$ cat config.mk
export PLATFORM = sky130hd
export DESIGN_NAME = execute_muldiv
export DESIGN_NICKNAME = d
export VERILOG_FILES = /design/src/rtl/execute_muldiv.sv
export SDC_FILE = /design/constraint.sdc
export NUM_CORES = 1
export LEC_CHECK = 0
export BUFFER_PORTS_ARGS = -buffer_cell sky130_fd_sc_hd__buf_2
export CAP_MARGIN = 10
export CELL_PAD_IN_SITES_DETAIL_PLACEMENT = 1
export CELL_PAD_IN_SITES_GLOBAL_PLACEMENT = 1
export CORE_ASPECT_RATIO = 0.6
export CORE_MARGIN = 4
export CORE_UTILIZATION = 40
export CTS_BUF_LIST = sky130_fd_sc_hd__clkbuf_4
export DETAILED_ROUTE_END_ITERATION = 7
export PLACE_DENSITY_LB_ADDON = 0.1
export SYNTH_ARGS = -nofsm -noshare
export SYNTH_HDL_FRONTEND = slang
export SYNTH_SLANG_ARGS = --single-unit
$ cat constraint.sdc
create_clock -name clk_i -period 9.5 [get_ports clk_i]
set_clock_uncertainty 0.05 [all_clocks]
set_input_delay 1.9 -clock clk_i [delete_from_list [all_inputs] [get_ports clk_i]]
set_output_delay 1.9 -clock clk_i [all_outputs]
set_load 0.02 [all_outputs]
$ cat src/rtl/execute_muldiv.sv
// execute_muldiv: iterative RV32M multiply/divide unit beside the Execute-stage ALU.
// It computes one bit per cycle on operand magnitudes and fixes up the sign at the end.
// It holds F/D/E through StallMD_o until the result is ready.
// Optional build macro EXECUTE_MULDIV_FAST_MUL_EN computes multiplies combinationally,
// going IDLE->DONE. Divides always iterate.
module execute_muldiv #(
    parameter int DATA_WIDTH = 32
) (
    input  logic                  clk_i,
    input  logic                  rst_n_i,
    input  logic                  StartE_i,
    input  logic [2:0]            MulDivOpE_i,
    input  logic [DATA_WIDTH-1:0] RD1E_i,
    input  logic [DATA_WIDTH-1:0] RD2E_i,
    input  logic [DATA_WIDTH-1:0] ResultW_i,
    input  logic [DATA_WIDTH-1:0] ALUResultM_i,
    input  logic [1:0]            ForwardAEctrl_i,
    input  logic [1:0]            ForwardBEctrl_i,
    input  logic                  FlushE_i,
    input  logic [4:0]            RdE_i,
    output logic                  StallMD_o,
    output logic                  DoneE_o,
    output logic [DATA_WIDTH-1:0] ResultE_o,
    output logic [4:0]            RdE_o
);
    localparam int W  = DATA_WIDTH;
    localparam int CW = $clog2(DATA_WIDTH);

    typedef enum logic [1:0] {IDLE, CALC, DONE} state_t;
    state_t state, state_nxt;

    logic [W-1:0]  src_a, src_b, mag_a, mag_b, special_res;
    logic          start, is_div, sgn_a, sgn_b, a_neg, b_neg, div_zero, div_ovf, short_path;
    logic [2:0]    op;
    logic [4:0]    rd;
    logic [CW-1:0] count;
    logic [W-1:0]  hi, lo, mcand, res, last_res;
    logic          neg_res, neg_rem;
    logic [W:0]    sum, shifted, diff;
    logic [W-1:0]  step_hi, step_lo;

    // Apply the sign fix-up and select the architectural result from the raw hi/lo pair.
    function automatic logic [W-1:0] fix_result(input logic [2:0] f_op, input logic f_neg_res,
                                                input logic f_neg_rem, input logic [W-1:0] f_hi,
                                                input logic [W-1:0] f_lo);
        logic [2*W-1:0] prod;
        logic [W-1:0]   r;
        prod = f_neg_res ? -{f_hi, f_lo} : {f_hi, f_lo};
        if (!f_op[2])
            r = (f_op[1:0] == 2'b00) ? prod[W-1:0] : prod[2*W-1:W];
        else if (!f_op[1])
            r = f_neg_res ? -f_lo : f_lo;
        else
            r = f_neg_rem ? -f_hi : f_hi;
        return r;
    endfunction

    // Forwarding muxes and start-time decode of signedness and special divide cases.
    always_comb begin
        case (ForwardAEctrl_i)
            2'b01:   src_a = ResultW_i;
            2'b10:   src_a = ALUResultM_i;
            default: src_a = RD1E_i;
        endcase
        case (ForwardBEctrl_i)
            2'b01:   src_b = ResultW_i;
            2'b10:   src_b = ALUResultM_i;
            default: src_b = RD2E_i;
        endcase
        start    = StartE_i && !FlushE_i;
        is_div   = MulDivOpE_i[2];
        // MUL is treated as unsigned: the low half of the product is identical either way.
        sgn_a    = (MulDivOpE_i == 3'b001) || (MulDivOpE_i == 3'b010) ||
                   (MulDivOpE_i == 3'b100) || (MulDivOpE_i == 3'b110);
        sgn_b    = (MulDivOpE_i == 3'b001) || (MulDivOpE_i == 3'b100) || (MulDivOpE_i == 3'b110);
        a_neg    = sgn_a && src_a[W-1];
        b_neg    = sgn_b && src_b[W-1];
        mag_a    = a_neg ? -src_a : src_a;
        mag_b    = b_neg ? -src_b : src_b;
        div_zero = is_div && (src_b == '0);
        div_ovf  = is_div && !MulDivOpE_i[0] && (src_a == {1'b1, {(W-1){1'b0}}}) && (src_b == '1);
        if (div_zero)
            special_res = MulDivOpE_i[1] ? src_a : '1;
        else
            special_res = MulDivOpE_i[1] ? '0 : src_a;
`ifdef EXECUTE_MULDIV_FAST_MUL_EN
        short_path = div_zero || div_ovf || !is_div;
`else
        short_path = div_zero || div_ovf;
`endif
    end

`ifdef EXECUTE_MULDIV_FAST_MUL_EN
    logic [2*W-1:0] fast_prod;
    logic [W-1:0]   fast_res;
    // Full-width product of the sign-extended operands for the single-cycle multiply path.
    always_comb begin
        fast_prod = {{W{a_neg}}, src_a} * {{W{b_neg}}, src_b};
        fast_res  = (MulDivOpE_i[1:0] == 2'b00) ? fast_prod[W-1:0] : fast_prod[2*W-1:W];
    end
`endif

    // One iteration: shift-add for multiply, restoring shift-subtract for divide.
    always_comb begin
        sum     = {1'b0, hi} + (lo[0] ? {1'b0, mcand} : '0);
        shifted = {hi, lo[W-1]};
        diff    = shifted - {1'b0, mcand};
        if (!op[2]) begin
            step_hi = sum[W:1];
            step_lo = {sum[0], lo[W-1:1]};
        end else if (!diff[W]) begin
            step_hi = diff[W-1:0];
            step_lo = {lo[W-2:0], 1'b1};
        end else begin
            step_hi = shifted[W-1:0];
            step_lo = {lo[W-2:0], 1'b0};
        end
    end

    // State register.
    always_ff @(posedge clk_i or negedge rst_n_i) begin
        if (!rst_n_i) state <= IDLE;
        else          state <= state_nxt;
    end

    // Next-state logic, stall and done; flush overrides everything.
    always_comb begin
        state_nxt = state;
        case (state)
            IDLE:    if (start) state_nxt = short_path ? DONE : CALC;
            CALC:    if (count == '0) state_nxt = DONE;
            DONE:    state_nxt = IDLE;
            default: state_nxt = IDLE;
        endcase
        if (FlushE_i) state_nxt = IDLE;
        StallMD_o = ((state == IDLE) && start) || (state == CALC);
        DoneE_o   = (state == DONE) && !FlushE_i;
        ResultE_o = DoneE_o ? res : last_res;
    end

    // Operand capture at start and iterative datapath update in CALC.
    always_ff @(posedge clk_i or negedge rst_n_i) begin
        if (!rst_n_i) begin
            op <= '0; rd <= '0; count <= '0; hi <= '0; lo <= '0; mcand <= '0;
            res <= '0; neg_res <= 1'b0; neg_rem <= 1'b0;
        end else if (state == IDLE && start) begin
            op      <= MulDivOpE_i;
            rd      <= RdE_i;
            count   <= CW'(W - 1);
            hi      <= '0;
            lo      <= is_div ? mag_a : mag_b;
            mcand   <= is_div ? mag_b : mag_a;
            neg_res <= a_neg ^ b_neg;
            neg_rem <= a_neg;
`ifdef EXECUTE_MULDIV_FAST_MUL_EN
            if (!is_div)
                res <= fast_res;
            else if (div_zero || div_ovf)
                res <= special_res;
`else
            if (div_zero || div_ovf) res <= special_res;
`endif
        end else if (state == CALC) begin
            hi    <= step_hi;
            lo    <= step_lo;
            count <= count - 1'b1;
            if (count == '0) res <= fix_result(op, neg_res, neg_rem, step_hi, step_lo);
        end
    end

    // Result hold register: only a delivered (unflushed) done updates the visible result.
    always_ff @(posedge clk_i or negedge rst_n_i) begin
        if (!rst_n_i)                          last_res <= '0;
        else if (state == DONE && !FlushE_i)   last_res <= res;
    end

    assign RdE_o = rd;

endmodule

; ---- Yosys cells after proc, flatten, opt, wreduce, memory -nomap -nowiden
; Index checks and enable logic that the tools add are counted.
[word_totals]
regBits = 177
elab_cells = 97
out_inout_bits = 39
in_bits = 144
[classes]
muxes = 36
reduce_logical = 26
n_bitwise = 1
add_sub_neg = 8
n_eq_ne = 15
[op_table]
columns = op, n
row1 = $mux W32, 25
row2 = $neg A32 Y32, 4
row3 = $pmux W32 S2, 2
row4 = $eq A32 B32 Y1 const B, 2
row5 = $mux W64, 1
row6 = $neg A64 Y64, 1
row7 = $add A32 B32 Y33, 1
row8 = $sub A33 B32 Y33, 1
row9 = $logic_not A32 Y1, 1
row10 = $mux W5, 2
row11 = $logic_and A1 B1 Y1, 9
row12 = $mux W2, 4
row13 = $logic_or A1 B1 Y1, 7
row14 = $eq A2 B1 Y1 const B, 3
row15 = $eq A2 B2 Y1 const B, 3
row16 = $eq A3 B3 Y1 const B, 2
row17 = $ne A3 B3 Y1 const B, 2
row18 = $logic_not A5 Y1, 1
row19 = $sub A5 B1 Y5 const B, 1
row20 = $logic_not A2 Y1, 2
row21 = $pmux W2 S2, 1
row22 = $reduce_bool A2 Y1, 2
row23 = $eq A3 B1 Y1 const B, 1
row24 = $eq A3 B2 Y1 const B, 1
row25 = 6 further kinds, 7

; ---- Longest topological paths before layout
; Gate-level depths: netlist (run 1).
[logic_depth]
depth_word = 10
depth_mapped = 27
depth_no_buf = 25

; ---- Worst setup path before layout (run 1)
; Ideal clock, no wire load.
[synth_timing]
path_kind = input to register
startpoint = in ForwardBEctrl_i[0]
endpoint = reg res[28]
path_stages = 17
path_buffers = 3
path_slack_ns = 3.946
setup_time_ns = 0.126
arrival_time_ns = 5.378
required_ns = 9.324
path_cell_list = inv_1 -> ha_1 -> buf_2 -> buf_1 -> clkbuf_1 -> o21ai_0 -> inv_1 -> ha_1 -> nand2_1 -> nor4_2 -> nand4_1 -> a21bo_2 -> nand2_1 -> nand2_1 -> o221ai_1 -> a311o_1 -> o32a_1
[synth_via]
elab_chain_cells = 7
elab_cells_between_ends = 13
cone_classes = eq/ne: 4 / mux: 4 / reduce/logical: 5
[synth_lines]
columns = item, line
row1 = "start, declared", 18  ; input logic [1:0] ForwardBEctrl_i,
row2 = $eq A2 B2 Y1 or $eq A2 B1 Y1 (tied branches), 65  ; case (ForwardBEctrl_i)
row3 = $pmux W32 S2 *, 65
row4 = $eq A32 B32 Y1 or $logic_not A32 Y1 (tied branches), "81, 80"
row5 = "$logic_and A1 B1 Y1, on equally long branches", "81, 80"
row6 = $logic_or A1 B1 Y1 or $mux W32 (tied branches), "161, 82"
row7 = $ne A2 B2 Y1 (no line) or $mux W32 (tied branches), n/a
row8 = $reduce_and A3 Y1 (no line) or $mux W32 (tied branches), n/a
row9 = "end signal, assigned", 161  ; if (div_zero || div_ovf) res <= special_res;
row10 = "end signal, assigned", 167  ; if (count == '0) res <= fix_result(op, neg_res, neg_rem, step_hi, step_lo);
row11 = "end, declared", 37  ; logic [W-1:0] hi, lo, mcand, res, last_res;
; Every way passes the cells marked *; elsewhere a longest branch is shown, timed or not. The select of a mux whose other input is x is not followed.
; A chain may end at the register's enable or synchronous reset.

; ---- Final worst setup path (run 1)
[layout_timing]
startpoint = reg lo[31]
endpoint = reg res[28]
[layout_via]
elab_chain_cells = 10
elab_cells_between_ends = 17
cone_classes = add/sub: 4 / mux: 13
[layout_lines]
columns = item, line
row1 = "start, declared", 37
row2 = "start signal, assigned", 151  ; lo <= is_div ? mag_a : mag_b;
row3 = "start signal, assigned", 165  ; lo <= step_lo;
row4 = $sub A33 B32 Y33, 107  ; diff = shifted - {1'b0, mcand};
row5 = $mux W1 or $mux W32 (tied branches), 111  ; end else if (!diff[W]) begin
row6 = $mux W32, 108  ; if (!op[2]) begin
row7 = $neg A64 Y64 (tied with other cells), 48  ; prod = f_neg_res ? -{f_hi, f_lo} : {f_hi, f_lo};
row8 = $mux W64 (tied with other cells), 48
row9 = "$mux W32, on equally long branches", "50, 51"
row10 = $mux W32 *, 49  ; if (!f_op[2])
row11 = $mux W32 *, 167
row12 = $mux W32 *, 163  ; end else if (state == CALC) begin
row13 = $mux W32 *, 146  ; end else if (state == IDLE && start) begin
; Marked as above.

==> impl_metrics.csv, run 1 <==
group,metric,value,unit
clock_network,cts.repair.resized,0,
yosys,synth.distinct_cells,107,
timing,worst_pin_slew,1.38,ns
pwr,p_leak,8.58,nW
route,wirelength,92800,um
global_route,first_global_vias,20600,
clock_network,htreeDepth,4,
timing,setup_viol,0,
place,gp_congestion,0.983,
setup_path,crit_fanout,15,
yosys,syn_inst,2526,
global_route,grt_overflow,0,
clock_network,cts_tree,"yes",
timing,hold_viol,0,
timing,setup_ws,2.20,ns
route,drc_errors,0,
clock_network,cts_buffers,17,
clock_network,post_cts_buffers,0,
clock_network,cts_buffer_depth,2,
yosys,synth_nets,2747,
setup_path,path_class,"register to register",
yosys,synth_area,19100,um^2
floorplanning,io_pins,183,
flow_run,max_cap_viol_count,0,
route,avgViaCountPerCell,6.66,
clock_network,ctsHoldBuffers,0,
yosys,ys.flop_type,"dfrtp_1",
finish,fill_cells,5880,
floorplanning,rows,61,
floorplanning,die_h,177,um
yosys,synth.most_common_cell,"nand2_1",
finish,areaGrowthSynthToFinish,8.83,%
yosys,ys_warn_count,0,
place,post-dp-hpwl,73500,um
timing,max_slew_margin,0.0699,
global_route,grt_antenna_before_repair,10,
timing,layout_min_cycle_time,7.30,ns
global_route,grt_pass1_wl,137000,um
setup_path,critPathRequiredTime,10.03,ns
timing,clock.fmax,0.137,GHz
yosys,synth_top_cell_by_area,"dfrtp_1",
timing,finalSetupTns,0,ns
setup_path,end_kind,"register",
floorplanning,die_area,51500,um^2
setup_path,crit_arrival,7.83,ns
yosys,yosysSeqAreaShare,0.232,
place,pre_cts_ws,2.36,ns
route,drt-initial-drc-count,2560,
setup_path,critPathMaxStageDelay,0.63,ns
place,port_buffers,182,
floorplanning,die_w,290,um
timing,drv_slew,0,
min_path,hold_class,"register to register",
timing,grt_setup_unrepaired,"no",
pwr,p_per_area,324,nW/um^2
setup_path,start_kind,"register",
yosys,async_flop_share,1.00,
yosys,ys_top_cells_by_area,"dfrtp_1 (23%), o21ai_0 (6.0%), a21oi_1 (5.9%), nand2_1 (5.2%), xnor2_1 (5.0%)",
route,first_pass_iters,8,
setup_path,crit_chain,"inv_1 -> ha_1 -> inv_1 -> fa_1 -> and3_2 -> o2111ai_4 -> a211oi_4 -> o21a_2 -> nor3_4 -> nor3_1 -> a21oi_1 -> ha_1 -> nor3b_1 -> o221ai_1 -> or2_2 -> or3_1 -> nor2_1 -> nand3_1 -> nor2_1 -> nand4_1 -> nor2_1 -> nand2_1 -> a311o_1 -> o32a_1",
floorplanning,start_util,0.409,
route,antenna_left,0,
clock_network,cts.sinks,177,
outcome,status,"complete, no violations",
clock_network,path_clk_slew,0.20,ns
finish,fin_util,0.445,
floorplanning,core_region_area,46800,um^2
route,drt-wirelength-per-cell,28.6,um
setup_path,cp_num_buf_inv,2,
global_route,grt_max_degree,79,
setup_path,cp_top_family,"simple AND/OR/NAND/NOR gates",
yosys,avgSynthCellArea,7.57,um^2
setup_path,cp_slowest_cell,"nor3_4",
clock_network,worstSkewPairLatency,0.69,ns
finish,fin_nets,2816,
yosys,synth_edf_count,0,
clock_network,cts_root_buf,"clkbuf_4",
yosys,synth_top_area_frac,0.232,
route,num_vias,21600,
pwr,ir_drop,0.000148,V
setup_path,crit_top_cell,"nor2_1",
global_route,grt_usage,0.348,
finish,layout-drive-gt1-share,0.146,
yosys,synth_seq_cells,177,
timing,fin_crit_sh,0.768,
yosys,synth_common_cells,"nand2_1 (263), o21ai_0 (229), a21oi_1 (224)",
==> worst reg2reg max path, stage by stage, from the launching register on <==
cell	delay, ns
dfrtp_1	0.51
inv_1	0.09
ha_1	0.17
inv_1	0.06
fa_1	0.42
and3_2	0.24
o2111ai_4	0.32
a211oi_4	0.15
o21a_2	0.27
nor3_4	0.63
nor3_1	0.21
a21oi_1	0.30
ha_1	0.25
nor3b_1	0.27
o221ai_1	0.20
or2_2	0.35
or3_1	0.50
nor2_1	0.18
nand3_1	0.14
nor2_1	0.23
nand4_1	0.37
nor2_1	0.48
nand2_1	0.14
a311o_1	0.37
o32a_1	0.29
==> flip-flops by register name, summed over array words and instances, names as in the netlist, 2 cells and up <==
name,cells
RdE_o,5
hi,32
mcand,32
last_res,32
lo,32
count,5
op,3
state,2
res,32
==> placed cells by master (no fill, tap or decap), drive strengths merged, types with 27 or more instances in the layout <==
cell type    n
mux2i       45
a22oi       41
a21oi      233
maj3        31
xnor2      110
ha          75
nor3        52
dfrtp      177
o21ai      243
nor2       221
o211ai      64
a211oi      32
xor2        53
mux2        42
inv         87
a31oi       40
nand2      265
a221o       30
nand4       27
and2        50
buf        220
and3        32
nand3       44
==> layer usage <==
| metal | wire length [um] | part of all wire | global-route usage |
|---|---|---|---|
| met1 | 45000 | 0.49 | 0.547 |
| met2 | 35800 | 0.39 | 0.461 |
| met3 | 10200 | 0.11 | 0.101 |
| met4 | 1740 | 0.019 | 0.0671 |
| met5 | 43 | 0.00046 | 0 |
==> cell type report <==
cell class                 count  area (um^2)  share of cell area
antenna                        4         10.0            0.000481
clock buffer                  17          128             0.00613
clock inverter                15          196             0.00944
inverter                      78          293              0.0141
multi-input combinational   2100        13700               0.661
sequential                   177         4430               0.213
tap                          630          788              0.0379
timing repair buffer         221         1210              0.0583
==> metrics by stage <==
step	cells	power, mW	instance area, um^2	hold WS, ns
after floorplan	2526	4.41	19100	0.394
after global placement	3206	5.92	20500	0.402
after detailed placement	3206	6.04	20500	0.411
after CTS	3238	6.57	20800	0.457
after global routing	3239	7.15	20800	0.493
final	3242	6.75	20800	0.447
==> worst paths after layout <==
| path | from | endpoint | slack (ns) | depth (start not counted) |
|---|---|---|---|---|
| setup / recovery | lo[31] | res[28] | 2.20 | 24 |
| hold / removal | RdE_o[2] | RdE_o[2] | 0.45 | 2 |
| setup reg to reg | lo[31] | res[28] | 2.20 | 24 |
| hold reg to reg | RdE_o[2] | RdE_o[2] | 0.45 | 2 |
| max in group asynchronous | rst_n_i | last_res[6] | 6.90 | 2 |
| min in group asynchronous | rst_n_i | hi[24] | 1.05 | 1 |
==> power by group <==
part | switching [mW] | total (mW) | leakage, nW | internal, mW
combinational | 3.43 | 5.07 | 6.15 | 1.64
clock | 0.385 | 0.517 | 0.169 | 0.132
sequential | 0.249 | 1.16 | 2.26 | 0.916
==> cell families after synthesis <==
group / Yosys count / share of synthesized area
XOR/XNOR: 163 / 0.0747
AO/OA/AOI/OAI: 913 / 0.317
adder cells (fa/ha/maj): 108 / 0.0674
multiplexers: 87 / 0.0485
flip-flops: 177 / 0.232
buffers and inverters: 249 / 0.0509
AND/OR/NAND/NOR: 829 / 0.210
No activity file was read; power rests on OpenSTA's default activity.
==> inputs of run 2 (changes only) <==
Settings changed: ABC_AREA from default to 1, CORE_UTILIZATION 40 to 39.
Clock period 9.5 ns to 6.3 ns, I/O delays scaled along.
==> impl_metrics.csv, run 2 <==
group,metric,value,unit
pwr,p_sw_frac,0.666,
yosys,syn_inst,3487,
yosys,synth_nets,3708,
setup_path,crit_top_cell,"nand2_1",
route,avgViaCountPerCell,5.95,
yosys,synth_top_area_frac,0.214,
yosys,async_flop_share,1.00,
global_route,grt_usage,0.388,
finish,fin_nets,3816,
timing,clock.fmax,0.177,GHz
yosys,ys_warn_count,0,
floorplanning,die_area,57000,um^2
global_route,grt_pass1_wl,166000,um
clock_network,htreeDepth,4,
place,dp.cells,4278,
clock_network,cts_root_buf,"clkbuf_4",
timing,max_slew_margin,-0.00887,
global_route,grt_overflow,0,
timing,hold_viol,0,
clock_network,cts.repair.resized,0,
yosys,synth.distinct_cells,66,
pwr,ir_drop,0.000282,V
global_route,grt_antenna_before_repair,5,
clock_network,path_clk_slew,0.21,ns
route,num_vias,25600,
pwr,seq_power_share,0.164,
timing,layout_min_cycle_time,5.66,ns
yosys,ys_top_cells_by_area,"dfrtp_1 (21%), nand2_1 (20%), inv_1 (7.7%), nand3_1 (6.6%), o21ai_0 (6.5%)",
floorplanning,start_util,0.395,
yosys,synth_top_cell_by_area,"dfrtp_1",
yosys,synth_common_cells,"nand2_1 (1100), inv_1 (424), nor2_1 (291)",
clock_network,worstSkewPairLatency,0.73,ns
yosys,avgSynthCellArea,5.94,um^2
yosys,synth_area,20700,um^2
pwr,p_per_area,597,nW/um^2
route,first_pass_iters,6,
setup_path,crit_fanout,7,
floorplanning,die_h,187,um
setup_path,end_kind,"register",
timing,setup_viol,0,
finish,multiInputGateArea,13900,um^2
timing,finalSetupTns,0,ns
finish,final_cell_mix,"nand2_1 (1100), inv_1 (423), nor2_1 (289), nand3_1 (273), o21ai_0 (269)",
timing,grt_setup_unrepaired,"no",
setup_path,start_kind,"register",
timing,worst_pin_slew,1.50,ns
pwr,p_clk_frac,0.058,
finish,seqCellArea,4430,um^2
flow_run,max_cap_viol_count,1,
timing,drv_slew,1,
setup_path,critPathMaxStageDelay,0.86,ns
finish,layout-drive-gt1-share,0.114,
yosys,synth_seq_cells,177,
clock_network,ctsHoldBuffers,0,
place,port_buffers,182,
pwr,p_total,13.5,mW
route,drt-initial-drc-count,3505,
global_route,grt_max_degree,99,
setup_path,cp_slowest_cell,"dfrtp_1",
yosys,yosysSeqAreaShare,0.214,
yosys,ys.flop_type,"dfrtp_1",
floorplanning,core_region_area,52500,um^2
clock_network,cts_buffer_depth,2,
route,drc_errors,0,
setup_path,path_class,"register to register",
place,gp_congestion,1.09,
clock_network,cts.sinks,177,
finish,stdcell_count,4312,
finish,final_common_cell,"nand2_1",
timing,fin_crit_sh,0.898,
setup_path,crit_arrival,6.26,ns
setup_path,critPathRequiredTime,6.90,ns
route,drt-wirelength-per-cell,26.8,um
finish,fin_util,0.430,
finish,areaGrowthSynthToFinish,8.98,%
clock_network,cts_buffers,17,
pwr,power_switching,8.98,mW
floorplanning,die_w,306,um
route,antenna_left,0,
global_route,first_global_vias,24600,
floorplanning,rows,65,
pwr,internal-power,4.51,mW
clock_network,post_cts_buffers,0,
pwr,p_leak,11.7,nW
place,post-dp-hpwl,95900,um
min_path,hold_class,"register to register",
pwr,combPwrFrac,0.778,
route,wirelength,116000,um
floorplanning,io_pins,183,
finish,fill_cells,7337,
yosys,synth.most_common_cell,"nand2_1",
yosys,synth_edf_count,0,
outcome,violations,"capacitance limit, slew limit",
outcome,status,"complete, but fails checks",
clock_network,cts_tree,"yes",
-- run 2: worst max-delay path: cells and delay by family (launching register included) --
| kind | cells | cell delay [ns] |
|---|---|---|
| adders and majority gates | 2 | 0.69 |
| DFF | 1 | 0.86 |
| buffers and inverters | 4 | 0.56 |
| AOI/OAI and AO/OA | 2 | 0.50 |
| and+or+nand+nor | 26 | 2.94 |
-- run 2: area by class of cell --
type,instances,share of cell area
Inverter,446,0.0743
Multi-Input combinational cell,2720,0.617
Antenna cell,1,0.000111
Clock buffer,17,0.00565
Tap cell,703,0.0389
Timing Repair Buffer,233,0.0585
Sequential cell,177,0.196
Clock inverter,15,0.00908
-- run 2: kinds of logic after synthesis --
logic type / after synthesis / synth area share
AO/OA/AOI/OAI: 665 / 0.188
adder cells (fa/ha/maj): 77 / 0.0472
AND/OR/NAND/NOR: 1853 / 0.383
multiplexers: 3 / 0.00145
XOR/XNOR: 122 / 0.0515
flip-flops: 177 / 0.214
buffers and inverters: 590 / 0.115
-- run 2: path summary, 6_finish.rpt --
path | from | end | slack [ns] | cells past startpoint
max | mcand[27] | res[16] | 0.64 | 34
min reg2reg | last_res[11] | last_res[11] | 0.45 | 2
min | last_res[11] | last_res[11] | 0.45 | 2
max reg2reg | mcand[27] | res[16] | 0.64 | 34
min in group asynchronous | rst_n_i | last_res[20] | 0.55 | 1
max in group asynchronous | rst_n_i | neg_res | 4.31 | 2
-- run 2: power groups by stage --
stage          combinational, mW  sequential [mW]  clock (mW)
6_report                    10.5             2.21       0.783
5_1_grt                     11.1             2.22       0.832
4_1_cts                     9.99             2.16       0.778
3_5_place_dp                9.94             2.18           0
3_3_place_gp                9.66             2.16           0
2_1_floorplan               6.40             1.85           0
-- run 2: metrics by stage --
step / hold WS (ns) / setup slack (ns) / cell area [um^2]
4_1_cts: 0.447 / 0.854 / 22600
2_1_floorplan: 0.404 / 1.73 / 20700
5_1_grt: 0.483 / 0.359 / 22600
3_5_place_dp: 0.405 / 0.655 / 22200
6_report: 0.447 / 0.641 / 22600
3_3_place_gp: 0.399 / 0.778 / 22200
-- run 2: metal layers --
metal,part of all wire,GRT usage,vias up
met3,0.14,0.169,107
li1,-,-,11500
met2,0.37,0.493,1311
met5,0.00023,0,-
met1,0.47,0.602,12700
met4,0.014,0.0551,4
